File: config.mk
export PLATFORM = sky130hd
export DESIGN_NAME = fetch_queue_flat
export DESIGN_NICKNAME = d
export VERILOG_FILES = /design/src/rtl/fetch_queue_pkg.sv /design/src/rtl/fetch_queue_if.sv /design/src/rtl/fetch_queue_fifo_sync.sv /design/src/rtl/fetch_queue.sv /design/src/flat_wrapper.sv
export SDC_FILE = /design/constraint.sdc
export NUM_CORES = 1
export LEC_CHECK = 0
export ABC_AREA = 0
export CORE_ASPECT_RATIO = 1.2
export CORE_MARGIN = 1.5
export CORE_UTILIZATION = 35
export DETAILED_ROUTE_END_ITERATION = 10
export PLACE_DENSITY = 0.56
export SYNTH_ARGS = -nofsm -noshare
export SYNTH_HDL_FRONTEND = slang
export SYNTH_SLANG_ARGS = --single-unit
File: constraint.sdc
create_clock -name clk -period 5.1 [get_ports clk]
set_input_delay 1.02 -clock clk [delete_from_list [all_inputs] [get_ports clk]]
set_output_delay 1.02 -clock clk [all_outputs]
set_load 0.005 [all_outputs]
File: src/rtl/fetch_queue_pkg.sv
// Shared types for the RV32E instruction-fetch front end.
// Holds the NOP encoding, the queue entry layout and the front-end state enum.
package fetch_queue_pkg;

   localparam logic [31:0] NOP_INSTR = 32'h0000_0013;

   typedef struct packed {
      logic [31:0] pc;
      logic [31:0] instr;
   } fetch_entry_t;

   typedef enum logic {
      ST_RESET = 1'b0,
      ST_RUN   = 1'b1
   } fq_state_t;

endpackage

File: src/rtl/fetch_queue_if.sv
// Instruction-memory port bundle between the fetch queue and the memory.
// The fetch queue drives requests as master; the memory answers as slave.
interface fetch_queue_if #(
   parameter int XLEN = 32
) ();

   logic            req_valid;
   logic            req_ready;
   logic [XLEN-1:0] addr;
   logic            rsp_valid;
   logic [XLEN-1:0] rsp_data;

   modport master (
      output req_valid,
      output addr,
      input  req_ready,
      input  rsp_valid,
      input  rsp_data
   );

   modport slave (
      input  req_valid,
      input  addr,
      output req_ready,
      output rsp_valid,
      output rsp_data
   );

endinterface

File: src/rtl/fetch_queue_fifo_sync.sv
// Synchronous circular-buffer FIFO with occupancy count and synchronous clear.
// The head is always presented from registered storage; push and pop may coincide when full.
module fifo_sync #(
   parameter  int WIDTH = 64,
   parameter  int DEPTH = 4,
   localparam int PW    = $clog2(DEPTH),
   localparam int CW    = $clog2(DEPTH + 1)
) (
   input  logic             clk,
   input  logic             rst_n,
   input  logic             clear,
   input  logic             push,
   input  logic [WIDTH-1:0] push_data,
   input  logic             pop,
   output logic [WIDTH-1:0] head_data,
   output logic             empty,
   output logic [CW-1:0]    occupancy
);

   logic [WIDTH-1:0] mem [DEPTH];
   logic [PW-1:0]    wr_ptr;
   logic [PW-1:0]    rd_ptr;
   logic             full;
   logic             do_push;
   logic             do_pop;

   assign full      = (occupancy == CW'(DEPTH));
   assign empty     = (occupancy == '0);
   assign do_pop    = pop && !empty;
   assign do_push   = push && (!full || do_pop);
   assign head_data = mem[rd_ptr];

   // Pointer and occupancy bookkeeping; clear wins over any push or pop.
   always_ff @(posedge clk) begin
      if (!rst_n || clear) begin
         wr_ptr    <= '0;
         rd_ptr    <= '0;
         occupancy <= '0;
      end else begin
         if (do_push) wr_ptr <= wr_ptr + 1'b1;
         if (do_pop)  rd_ptr <= rd_ptr + 1'b1;
         case ({do_push, do_pop})
            2'b10:   occupancy <= occupancy + 1'b1;
            2'b01:   occupancy <= occupancy - 1'b1;
            default: occupancy <= occupancy;
         endcase
      end
   end

   always_ff @(posedge clk) begin
      if (do_push && !clear) mem[wr_ptr] <= push_data;
   end

endmodule

File: src/rtl/fetch_queue.sv
// In-order prefetch queue feeding the decoder from a variable-latency instruction memory.
// Tracks request credits, discards responses belonging to flushed fetches, and pairs each kept word with its PC.
module fetch_queue
   import fetch_queue_pkg::*;
#(
   parameter int DEPTH           = 4,
   parameter int MAX_OUTSTANDING = 2,
   parameter int XLEN            = 32
) (
   input  logic             clk,
   input  logic             rst_n,
   input  logic [XLEN-1:0]  boot_addr,
   fetch_queue_if.master    imem,
   input  logic             redirect_valid,
   input  logic [XLEN-1:0]  redirect_pc,
   output logic             if_valid,
   input  logic             if_ready,
   output logic [XLEN-1:0]  if_instr,
   output logic [XLEN-1:0]  if_pc,
   output logic [XLEN-1:0]  if_pc_plus_4
);

   localparam int OW = $clog2(MAX_OUTSTANDING + 1);
   localparam int QW = $clog2(DEPTH + 1);
   localparam int SW = $clog2(DEPTH + MAX_OUTSTANDING + 1);

   fq_state_t         state;
   fq_state_t         state_next;
   logic [XLEN-1:0]   fetch_pc;
   logic [XLEN-1:0]   rsp_pc;
   logic [XLEN-1:0]   redirect_aligned;
   logic [OW-1:0]     outstanding;
   logic [OW-1:0]     drop_cnt;
   logic [QW-1:0]     occupancy;
   logic [SW-1:0]     credit_used;
   logic [2*XLEN-1:0] head_data;
   logic              q_empty;
   logic              run;
   logic              issue;
   logic              rsp_counted;
   logic              rsp_keep;
   logic              pop;

   assign redirect_aligned = redirect_pc & ~XLEN'(3);

   always_ff @(posedge clk) begin
      if (!rst_n) state <= ST_RESET;
      else        state <= state_next;
   end

   // Outstanding counts every unanswered request, including the ones already marked
   // for discard, so credits stay conservative and drop_cnt can never exceed it.
   always_comb begin
      state_next     = ST_RUN;
      run            = (state == ST_RUN);
      credit_used    = SW'(occupancy) + SW'(outstanding);
      imem.req_valid = run && !redirect_valid
                       && (outstanding < OW'(MAX_OUTSTANDING))
                       && (credit_used < SW'(DEPTH));
      issue          = imem.req_valid && imem.req_ready;
      rsp_counted    = run && imem.rsp_valid && (outstanding != '0);
      rsp_keep       = rsp_counted && (drop_cnt == '0) && !redirect_valid;
      if_valid       = run && !q_empty && !redirect_valid;
      pop            = if_valid && if_ready;
   end

   assign imem.addr = fetch_pc;

   // On redirect every request still in flight after this cycle becomes a discard.
   always_ff @(posedge clk) begin
      if (!rst_n) begin
         fetch_pc    <= boot_addr;
         rsp_pc      <= boot_addr;
         outstanding <= '0;
         drop_cnt    <= '0;
      end else if (run) begin
         outstanding <= outstanding + OW'(issue) - OW'(rsp_counted);
         if (redirect_valid) begin
            fetch_pc <= redirect_aligned;
            rsp_pc   <= redirect_aligned;
            drop_cnt <= outstanding - OW'(rsp_counted);
         end else begin
            if (issue)    fetch_pc <= fetch_pc + XLEN'(4);
            if (rsp_keep) rsp_pc   <= rsp_pc + XLEN'(4);
            if (rsp_counted && (drop_cnt != '0)) drop_cnt <= drop_cnt - 1'b1;
         end
      end
   end

   fifo_sync #(
      .WIDTH (2 * XLEN),
      .DEPTH (DEPTH)
   ) u_fifo (
      .clk       (clk),
      .rst_n     (rst_n),
      .clear     (redirect_valid),
      .push      (rsp_keep),
      .push_data ({rsp_pc, imem.rsp_data}),
      .pop       (pop),
      .head_data (head_data),
      .empty     (q_empty),
      .occupancy (occupancy)
   );

   assign if_pc        = head_data[2*XLEN-1:XLEN];
   assign if_instr     = if_valid ? head_data[XLEN-1:0] : XLEN'(NOP_INSTR);
   assign if_pc_plus_4 = if_pc + XLEN'(4);

   // A response with nothing in flight is a leftover from before reset and is ignored.
   stray_response_check : assert property (@(posedge clk) disable iff (!rst_n)
      (run && imem.rsp_valid) |-> ((outstanding != '0) || (drop_cnt != '0)))
      else $warning("fetch_queue: stray instruction-memory response ignored");

   occupancy_bound_check : assert property (@(posedge clk) disable iff (!rst_n)
      occupancy <= QW'(DEPTH))
      else $error("fetch_queue: queue occupancy above DEPTH");

endmodule

File: src/flat_wrapper.sv
// flat-port wrapper written by rule: the top's interface ports become plain ports
module fetch_queue_flat import fetch_queue_pkg::*;
#(
   parameter int DEPTH           = 4,
   parameter int MAX_OUTSTANDING = 2,
   parameter int XLEN            = 32
)
  (clk, rst_n, boot_addr, redirect_valid, redirect_pc, if_valid, if_ready, if_instr, if_pc, if_pc_plus_4, imem_req_valid, imem_addr, imem_req_ready, imem_rsp_valid, imem_rsp_data);
  fetch_queue_if #(.XLEN(XLEN)) imem_i ();
  input  logic clk;
  input  logic rst_n;
  input  logic [XLEN-1:0] boot_addr;
  input  logic redirect_valid;
  input  logic [XLEN-1:0] redirect_pc;
  output logic if_valid;
  input  logic if_ready;
  output logic [XLEN-1:0] if_instr;
  output logic [XLEN-1:0] if_pc;
  output logic [XLEN-1:0] if_pc_plus_4;
  output wire logic [$bits(imem_i.req_valid)-1:0] imem_req_valid;
  output wire logic [$bits(imem_i.addr)-1:0] imem_addr;
  input wire logic [$bits(imem_i.req_ready)-1:0] imem_req_ready;
  input wire logic [$bits(imem_i.rsp_valid)-1:0] imem_rsp_valid;
  input wire logic [$bits(imem_i.rsp_data)-1:0] imem_rsp_data;
  assign imem_req_valid = imem_i.req_valid;
  assign imem_addr = imem_i.addr;
  assign imem_i.req_ready = imem_req_ready;
  assign imem_i.rsp_valid = imem_rsp_valid;
  assign imem_i.rsp_data = imem_rsp_data;
  fetch_queue #(.DEPTH(DEPTH), .MAX_OUTSTANDING(MAX_OUTSTANDING), .XLEN(XLEN)) u_core (.clk(clk), .rst_n(rst_n), .boot_addr(boot_addr), .imem(imem_i), .redirect_valid(redirect_valid), .redirect_pc(redirect_pc), .if_valid(if_valid), .if_ready(if_ready), .if_instr(if_instr), .if_pc(if_pc), .if_pc_plus_4(if_pc_plus_4));
endmodule
* Yosys cells after proc, flatten, opt, wreduce, memory -nomap -nowiden
Memories as Yosys holds them, arrays and structs flattened. A register that Yosys moved wholly into a read port is not among the register bits. Cells that the tools add are included.
Storage, ports and cells: bits in writable memories 256, memories kept 1, bits in registers 76, input port bits 102, word-level logic and storage cells 76, output and inout bits 130
Cells by class: equality and inequality tests 6, $lt $le $gt $ge 2, reduce and logical (&&, ||, !) cells 30, $add $sub $neg 12, muxes and demuxes 17
Memories:
- u_core.u_fifo.mem | depth 4, width 64, read ports 1, clocked after Yosys merged registers in 1, write ports 1, line fetch_queue_fifo_sync.sv:20 | logic [WIDTH-1:0] mem [DEPTH];
Operators with widths (number):
- $mux 32 | 9
- $add 32x3->32 const B | 3
- $logic_and 1x1->1 | 15
- $mux 2 | 4
- $reduce_bool 2->1 | 4
- $ne 3x1->1 const B | 2
- $pmux 3 s2 | 1
- $reduce_and 2->1 | 3
- $add 2x1->2 const B | 2
- $logic_not 1->1 | 4
- $sub 2x1->2 | 2
- $add 3x1->3 const B | 1
- $add 3x2->3 | 1
- $eq 3x3->1 const B | 1
- $logic_not 3->1 | 1
- $lt 3x3->1 const B | 1
- $mux 1 | 3
- $sub 3x1->3 const B | 1
- $add 2x1->2 | 1
- $eq 2x1->1 const B | 1
- $eq 2x2->1 const B | 1
- $logic_not 2->1 | 1
- $logic_or 1x1->1 | 2
- $lt 2x2->1 const B | 1
- other kinds (2) | 2

* Depth between registers and ports, before layout
Gate-level depths: netlist of the first run.
depth after elaboration 11, depth in mapped cells 10, depth with buffers taken out 10

* Hierarchy
A second synthesis of the first run with hierarchy kept.
Second synthesis, totals: cells, all modules 948, area, all modules 14861.8 sq um
By module, submodules not included:
- fifo_sync | times used 1, seq. area each 7867.5 sq um, cells an instance 398, area an instance 9769.4 sq um
- fetch_queue | times used 1, seq. area each 2021.9 sq um, cells an instance 550, area an instance 5092.4 sq um

* Worst setup path before layout of the first run
No wires, ideal clock.
kind in2reg, start input port redirect_valid, end memory u_core.u_fifo.mem[0][0], enable pin, stages 4, setup slack 1.266 ns, path buffers 0, library setup time 0.429 ns, data required time 4.671 ns, arrival time 3.405 ns, path through nor2b_1 nand3_1 a211oi_1 and2_1
Between the ends: word-level cells in the longest chain between the ends 9, elaborated cells between the ends (all ways) 10, classes of those cells mux (2); reduce/logical (8)
RTL lines:
- start, declared | line flat_wrapper.sv:13 | input logic redirect_valid;
- $logic_not 1->1 * | line fetch_queue_fifo_sync.sv:51, fetch_queue.sv:62, fetch_queue.sv:63
- $logic_and 1x1->1 | line fetch_queue.sv:63 | if_valid = run && !q_empty && !redirect_valid;
- $logic_and 1x1->1 | line fetch_queue.sv:64 | pop = if_valid && if_ready;
- $logic_and 1x1->1 | line fetch_queue_fifo_sync.sv:29 | assign do_pop = pop && !empty;
- $logic_or 1x1->1 | line fetch_queue_fifo_sync.sv:30 | assign do_push = push && (!full || do_pop);
- $logic_and 1x1->1 | line fetch_queue_fifo_sync.sv:30
- $logic_and 1x1->1 * | line fetch_queue_fifo_sync.sv:51 | if (do_push && !clear) mem[wr_ptr] <= push_data;
- $mux 1 * | line fetch_queue_fifo_sync.sv:51
- $mux 1 (implied by the code) * | line fetch_queue_fifo_sync.sv:51
- end, declared | line fetch_queue_fifo_sync.sv:20
Mark *: on every way between the ends. The rest lies on a longest branch, timed or not.

==> impl.org, run 1 <==
** Pwr
- For this design the static power due to leakage is 6.303 nW.
- The internal power of the cells totals 4.802 mW.
- The completed layout was analyzed and its total power is 6.110 mW.
- Seq pwr share :: 52.2%
- Of the total power, the clock network draws 41.8%.
- IR analysis of the VDD net gives a maximum drop of 0.1701 mV.
- Switch share :: 21.40%
- Summed over all nets, the switching power comes to 1.307 mW.
- Proportion of power drawn by combinational gates :: 6.0%
- Power spread over the standard cell area amounts to 319.9 nW/um^2.

** Clock network
- Sink Count :: 334
- Number of instances resized during post-cts repair :: 0
- Count of hold buffers inserted by post-cts repair :: 0
- The clock reaches the later pin of the worst-skew pair after 520 ps.
- Max clock buf depth :: 3
- The number of clock buffers added by TritonCTS is 37.
- In this run the number of H-tree levels came out at 2.
- Clock-pin slew of the registers on the worst-case setup and hold paths :: 60 ps
- After clock tree synthesis, the setup repair step added 0 buffers.
- Clock tree synthesis selected as its root buffer the cell clkbuf_16.
- TritonCTS built the clock tree.

** Worst hold path
- Hold crit path type :: register to register
- The worst hold path was traced through 2 stages.

** Detailed routing
- The first routing iteration left 636 violations.
- The routed design has 36710 microns of wire.
- Via count :: 9391
- In the routed layout, each cell is associated on average with a via count of 5.200.
- In this run the remaining antenna-violating nets after routing total 0.
- Before antenna repair, the detailed router went through 5 iterations.
- For this run, design rule violations remaining after detail routing come to 0.
- Drt wl/cell :: 20.33 microns

** Logic synthesis
- After synthesis, the share of flip-flops with an asynchronous set or reset is 0%.
- After synthesis, the largest family of logic cells by area is simple AND/OR/NAND/NOR gates.
- Share of cell area taken by muxes after synthesis :: 10.26%
- Area leader, netlist :: edfxtp_1
- After Yosys synthesis, full adders, half adders and majority gates account for 1.045% of the synthesized area.
- Unique masters post-synth :: 62
- In this run, synthesis inferred 320 flip-flops with an integrated enable.
- The Yosys step of the flow raised 0 warnings.
- The share of the Yosys chip area taken by registers is 65.54%.
- Number of register bits inferred by synthesis :: 334
- Synthesis produced 1002 cells.
- Dominant synthesized flop cell :: edfxtp_1
- The synthesized netlist devotes 4.005% of its cell area to XOR and XNOR gates.
- Area fraction in and, or, nand and nor cells after synthesis :: 10.93%
- Top post-synthesis cells by area :: edfxtp_1 64%, mux4_2 7.8%, xnor2_1 2.3%, o21ai_0 2.3%, mux4_1 2.1%
- Summed over its instances, the top area cell type makes up 63.68% of the synthesized netlist area.
- Compound-gate portion of the synthesized area :: 5.406%
- Cell area after synthesis :: 15090 sq um
- The number of nets in the synthesized netlist is 1116.
- Post-Synthesis Mean Instance Area :: 15.06 sq um

** Global route
- Across every metal layer, demand over resource in global routing totals 16.71%.
- The first global-routing pass estimated 56240 microns of wire.
- Number of antenna violations at the first check in global routing :: 2
- Via count of the first global-routing pass :: 9514
- Entering global routing, the biggest net connects 51 pins.
- Remaining global-route overflow :: 0

** Timing
- The final-report hold violation count came to 0.
- The final-report max-slew violation count came to 0.
- For the pin with the worst max-slew slack, the measured transition is 833.3 ps.
- Final worst slack :: 535.8 ps
- Worst rel slew slack :: 44.11%
- For the finished layout, the period the worst path requires is 4564 ps.
- Fin Clk Skew :: 18.64 ps
- In the final timing run, aggregate negative setup slack is 0 ps.
- Across all hold checks on the routed design, the worst slack comes to 495.8 ps.
- Setup repair after global routing left no endpoint under its margin.
- In the finished design, the share of the clock period the worst path needs comes to 89.49%.
- Setup violations remaining at the end of the flow were counted as 0.
- Static timing analysis puts the maximum clock frequency at 219.1 MHz.

** Setup path
- Traced cell by cell, the critical path runs through buf_4 > mux4_1 > and4_1 > nand2_2 > nor4_2 > xor2_1 > clkdlybuf4s50_1.
- STA classifies the critical path startpoint as a register.
- Worst Path Required :: 4080 ps
- The worst setup path is captured at an output port.
- Arrival time of data at the critical path endpoint :: 3540 ps
- Critical-path cell with the highest stage delay :: dfxtp_4
- Type of the worst setup path :: register to output port
- Delay of the slowest cell on the worst path :: 560 ps
- Worst reg2reg path depth :: 6
- Biggest fanout along the worst timing path :: 18

** Placement
- Routability-driven placement finished with a final weighted congestion of 0.8099.
- After legalization and detailed placement, the total HPWL measured 24350 microns.
- During placement, the flow inserted port buffers numbering 229.
- Prior to clock tree synthesis, the placed netlist has a worst setup slack of 967.7 ps.
- Once placement finished, the instance area stood at 17940 sq um.
- After detailed placement, the design holds a cell count of 1743.

** Cells and area
- Share of post-route cells with drive strength above 1 :: 11.96%
- The finished layout holds 1806 standard cells, fillers aside.
- In the layout the commonest cells are 320 x edfxtp_1, 227 x clkdlybuf4s50_1, 68 x o21ai_0, 52 x mux4_2, 50 x nand2_1.
- Diodes inserted :: 0
- For this run, the share of the core covered by cells in the final layout is 44.74%.
- The final layout contains 1344 nets.
- The library cell used most frequently in the layout, excluding fill and tap cells, is edfxtp_1.
- Layout Cell Area excl Fill :: 19100 sq um
- From synthesis to final layout, the design area changed by 26.56%.

** Run
- Max-cap violations in this run came to 0.

** Floorplan
- In this run the count of I/O pins placed on the die edge is 232.
- In this run the core area contains 83 standard-cell rows.
- The floorplan step defined a die boundary enclosing 44370 sq um.
- Die height :: 230.5 microns
- In this run the horizontal extent of the chip is 192.5 microns.
- Starting Density :: 35.35%
- The region available for standard cell placement spans 42680 sq um.

** Outcome
- The flow ran to the end, and the final reports show no timing, DRC or antenna violations.
## flip-flops by register name, summed over array words and instances, names as in the netlist, named ones only
register,cells
u_core.rsp_pc,32
u_core.u_fifo.occupancy,3
u_core.u_fifo.wr_ptr,2
u_core.u_fifo.rd_ptr,2
u_core.drop_cnt,2
u_core.imem.addr,32
u_core.u_fifo.mem,256
u_core.outstanding,2
u_core.run,1
## kinds of logic after synthesis
family,after synthesis
DFF,334
adders and majority gates,12
and+or+nand+nor,295
muxes,70
AOI/OAI and AO/OA,133
buffers and inverters,89
xor gates and xnor gates,69
## final cells by class
type                            count  area, sq um
Fill cell                        3838        23590
Sequential cell                   334         9897
Multi-Input combinational cell    579         4787
Timing Repair Buffer              246         2447
Clock buffer                       43        969.7
Tap cell                          552        690.7
Clock inverter                     20        185.2
Inverter                           32        120.1
## worst max-delay path: cells and delay by family (launching register included)
family	cells	cell delay, ps
and+or+nand+nor	3	830
DFF	1	560
muxes	1	470
buffers and inverters	2	930
xor gates and xnor gates	1	210
## routing by layer
layer | vias up | part of all wire, % | GRT usage, %
li1 | 4376 | - | -
met1 | 4675 | 43 | 21.72
met2 | 296 | 50 | 28.82
met3 | 44 | 5.5 | 2.904
met4 | 0 | 1.7 | 4.118
met5 | - | 0 | 0
## worst paths after layout
kind	from	end	slack (ps)
max	register	if_pc_plus_4[27]	540
max reg2reg	u_core.run$_DFF_P_	u_core.u_fifo.mem[3][52]$_DFFE_PP_	1860
min reg2reg	u_core.drop_cnt[1]$_SDFFE_PN0P_	u_core.drop_cnt[1]$_SDFFE_PN0P_	500
min	u_core.drop_cnt[1]$_SDFFE_PN0P_	u_core.drop_cnt[1]$_SDFFE_PN0P_	500
## Yosys cell counts, types with 3 or more instances
cell type,n
ha_1,11
xnor2_1,39
a211oi_1,4
buf_6,4
and4_1,8
buf_4,5
a21oi_1,13
nor4_1,17
mux4_1,12
buf_1,9
a31oi_1,8
clkbuf_1,29
mux4_2,52
mux2i_1,5
inv_1,31
o31a_1,6
nor2b_1,9
a22oi_1,4
buf_2,8
nand2_1,50
o21a_1,7
edfxtp_1,320
nand4_1,14
nor3_2,3
nor2_1,42
xor2_1,30
nor3_1,41
nand3_1,28
dfxtp_1,14
o21ai_0,68
o21bai_1,5
and2_1,11
or3_1,6
and3_1,49
## power groups by stage
stage | clock network [mW] | logic, mW | registers, mW
2_1_floorplan | 0 | 0.166 | 3.21
3_3_place_gp | 0 | 0.368 | 3.24
3_5_place_dp | 0 | 0.371 | 3.24
4_1_cts | 2.63 | 0.374 | 3.19
5_1_grt | 2.72 | 0.406 | 3.20
6_report | 2.55 | 0.369 | 3.19
No activity file was read; power rests on OpenSTA's default activity.
==> inputs of run 2 (changes only) <==
--- a/config.mk
+++ b/config.mk
@@ -7,7 +7,7 @@
 export LEC_CHECK = 0
 export ABC_AREA = 0
 export CORE_ASPECT_RATIO = 1.2
-export CORE_MARGIN = 1.5
+export CORE_MARGIN = 3
 export CORE_UTILIZATION = 35
 export DETAILED_ROUTE_END_ITERATION = 10
 export PLACE_DENSITY = 0.56
==> run 2 against run 1 <==
First-iteration DRC count is 22% lower. Clock power is 5% higher. Fmax is 2.4% higher. Power is 2.1% higher. Final cell count is 0.39% lower. Core utilization is 0.66 points higher. Sequential share of layout area is 0.13 points lower. Register-to-register slack better by 210 ps. Global-route usage is 0.78 points lower. Combinational power hardly changed. Non-clock buffer count is 3 lower. Highest routed layer unchanged.
==> impl.org, run 2 (synthesized netlist as in run 1, its figures left out) <==
** Clock network
- Clock-pin slew of the registers on the worst-case setup and hold paths :: 60 ps
- TritonCTS Buffers :: 36
- CTS built an H-tree with a depth of 2.
- Count of hold buffers inserted by post-cts repair :: 0
- In this run the post-CTS setup repair buffer count came out at 0.
- Clock root cell :: clkbuf_16
- For the worst-skew pair, the clock arrives at the later sink with an insertion delay of 520 ps.
- CTS tree :: done
- The clock passes through at most 3 buffers.
- After clock tree synthesis, the repair step resized 0 gates.
- The clock drives 334 sinks.

** Floorplan
- Starting Density :: 35.78%
- Io pins :: 232
- Die Wd :: 195.5 microns
- The core region is 42170 sq um.
- Die Footprint :: 45650 sq um
- Cell Rows :: 82
- The die is 233.5 microns tall.

** Cells and area
- The library cell used most frequently in the layout, excluding fill and tap cells, is edfxtp_1.
- Layout net count :: 1340
- Register ranked first by flip-flop count :: u_core.u_fifo.mem
- Cells with a size suffix above 1 make up 11.73% of the layout.
- Max reg flops :: 256
- Area growth syn-to-layout :: 26.87%
- In the layout the commonest cells are 320 x edfxtp_1, 228 x clkdlybuf4s50_1, 68 x o21ai_0, 52 x mux4_2, 50 x nand2_1.
- The repair_antennas step left the layout with diodes totalling 0.

** Setup path
- Worst Setup End Kind :: output port
- Among all stages on the critical path, the largest delay is contributed by mux4_1.
- Kind of start point of the critical path :: register
- In this run the register-to-register setup slack is 2070 ps.
- The worst register-to-register path begins at u_core.u_fifo.occupancy[2]$_SDFFE_PN0P_.
- The critical path goes through buf_4 > mux4_1 > and4_1 > nand4b_4 > nor3_2 > xnor2_1 > clkdlybuf4s50_1.
- The critical path is of the register to output port type.
- On the worst path, the slowest cell contributes a delay of 750 ps.
- Capture instance of the worst register-to-register path :: u_core.u_fifo.mem[1][44]$_DFFE_PP_
- At the worst endpoint, the required time is 4080 ps.
- Biggest fanout along the worst timing path :: 17
- Arrival time of data at the critical path endpoint :: 3440 ps
- The worst register-to-register path has a depth of 5.

** Global route
- Via count of the first global-routing pass :: 9621
- After global routing the overflow that remains totals 0.
- Pin count of the biggest net entering global routing :: 51
- Across every metal layer, demand over resource in global routing totals 15.93%.
- First-pass GRT wire length :: 56560 microns
- Number of antenna violations at the first check in global routing :: 0

** Detailed routing
- Post-DR vias/cell :: 5.198
- Total iterations of the first detailed-routing run :: 6
- Total wire length after detailed routing :: 36940 microns
- Drt wl/cell :: 20.54 microns
- Number of routed nets with antenna violations :: 0
- Via count :: 9351
- The first routing iteration left 499 violations.
- After detailed routing, the number of remaining DRC violations is 0.

** Timing
- Hold Violations, Final :: 0
- For the pin with the worst max-slew slack, the measured transition is 999.7 ps.
- Max Clk Rate :: 224.5 MHz
- Fin Clk Skew :: 13.13 ps
- Setup repair after global routing left no endpoint under its margin.
- The worst pin sits at a relative slew slack of 33.19%.
- Of the available clock period, the critical path in the final layout requires 87.36%.
- Shortest clock period the worst path allows after layout :: 4455 ps
- Final count of pins violating max slew :: 0
- Total setup violations reported at the end of the flow :: 0
- Summed over all failing endpoints, the final setup total negative slack is 0 ps.

** Pwr
- Clock power share :: 43.0%
- The internal power of the cells totals 4.921 mW.
- Sequential cells burn 51.1% of the power.
- VDD sags by at most 0.1982 mV.
- Overall power :: 6.237 mW
- Switch share :: 21.10%
- Power spread over the standard cell area amounts to 325.8 nW/um^2.
- Proportion of power drawn by combinational gates :: 5.9%
- Total net switching power :: 1.316 mW
- Static leakage :: 6.318 nW

** Worst hold path
- Number of stages on the worst hold path :: 2
- In this run the most critical hold path is launched from u_core.drop_cnt[1]$_SDFFE_PN0P_.
- The path class of the tightest hold or removal check is register to register.
- The worst hold path terminates at u_core.drop_cnt[1]$_SDFFE_PN0P_.

** Placement
- The HPWL after detailed placement is 24820 microns.
- Routability congestion estimate from global placement :: 0.7782
- Number of port buffers :: 229

** Outcome
- The flow ran to the end, and the final reports show no timing, DRC or antenna violations.

** Run
- The tool flagged a number of max-cap violations equal to 0.
run 2: layer usage:
metal | share of wire, % | track usage, % | vias up
met1 | 44 | 21.31 | 4632
li1 | - | - | 4369
met3 | 5.8 | 2.799 | 47
met4 | 2.3 | 4.524 | 0
met5 | 0 | 0 | -
met2 | 48 | 26.83 | 303
run 2: worst max-delay path, delay by kind of cell, from the launching register on:
kind	cells	cell delay (ps)
buffers and inverters	2	890
multiplexers	1	750
AND/OR/NAND/NOR	3	560
flip-flops	1	540
XOR/XNOR	1	160
run 2: how the worst max path moves through the flow:
| stage | end | cells past startpoint | from |
|---|---|---|---|
| final | if_pc_plus_4[30] | 7 | register |
| after global routing | if_pc_plus_4[27] | 7 | register |
| after CTS | if_pc_plus_4[30] | 7 | register |
| after detailed placement | u_core.u_fifo.mem[1][35]$_DFFE_PP_ | 5 | imem_rsp_valid |
| after global placement | if_pc_plus_4[27] | 7 | register |
| after floorplan | u_core.u_fifo.mem[0][0]$_DFFE_PP_ | 4 | redirect_valid |
run 2: power groups by stage:
stage | Sequential, mW | Clock [mW] | Combinational, mW
5_1_grt | 3.20 | 2.85 | 0.408
3_5_place_dp | 3.24 | 0 | 0.371
3_3_place_gp | 3.24 | 0 | 0.368
4_1_cts | 3.19 | 2.76 | 0.374
2_1_floorplan | 3.21 | 0 | 0.166
6_report | 3.19 | 2.68 | 0.369
run 2: layout make-up:
cell class	count	area (sq um)
Clock buffer	40	937.1
Clock inverter	25	277.8
Inverter	32	120.1
Tap cell	546	683.2
Timing Repair Buffer	243	2442
Sequential cell	334	9897
Multi-Input combinational cell	579	4787
Fill cell	3793	23020
run 2: through the flow:
step | cells | utilization, % | hold WS (ps) | cell area [sq um] | setup WS, ps
final | 1799 | 45.40 | 512.8 | 19140 | 644.9
after global routing | 1799 | 45.40 | 548.2 | 19140 | 341.1
after CTS | 1799 | 45.40 | 516.5 | 19140 | 531.6
after detailed placement | 1734 | 42.52 | 499.9 | 17930 | 1085
after global placement | 1734 | 42.52 | 477.4 | 17930 | 1118
after floorplan | 1002 | - | 458.7 | 15090 | 1266
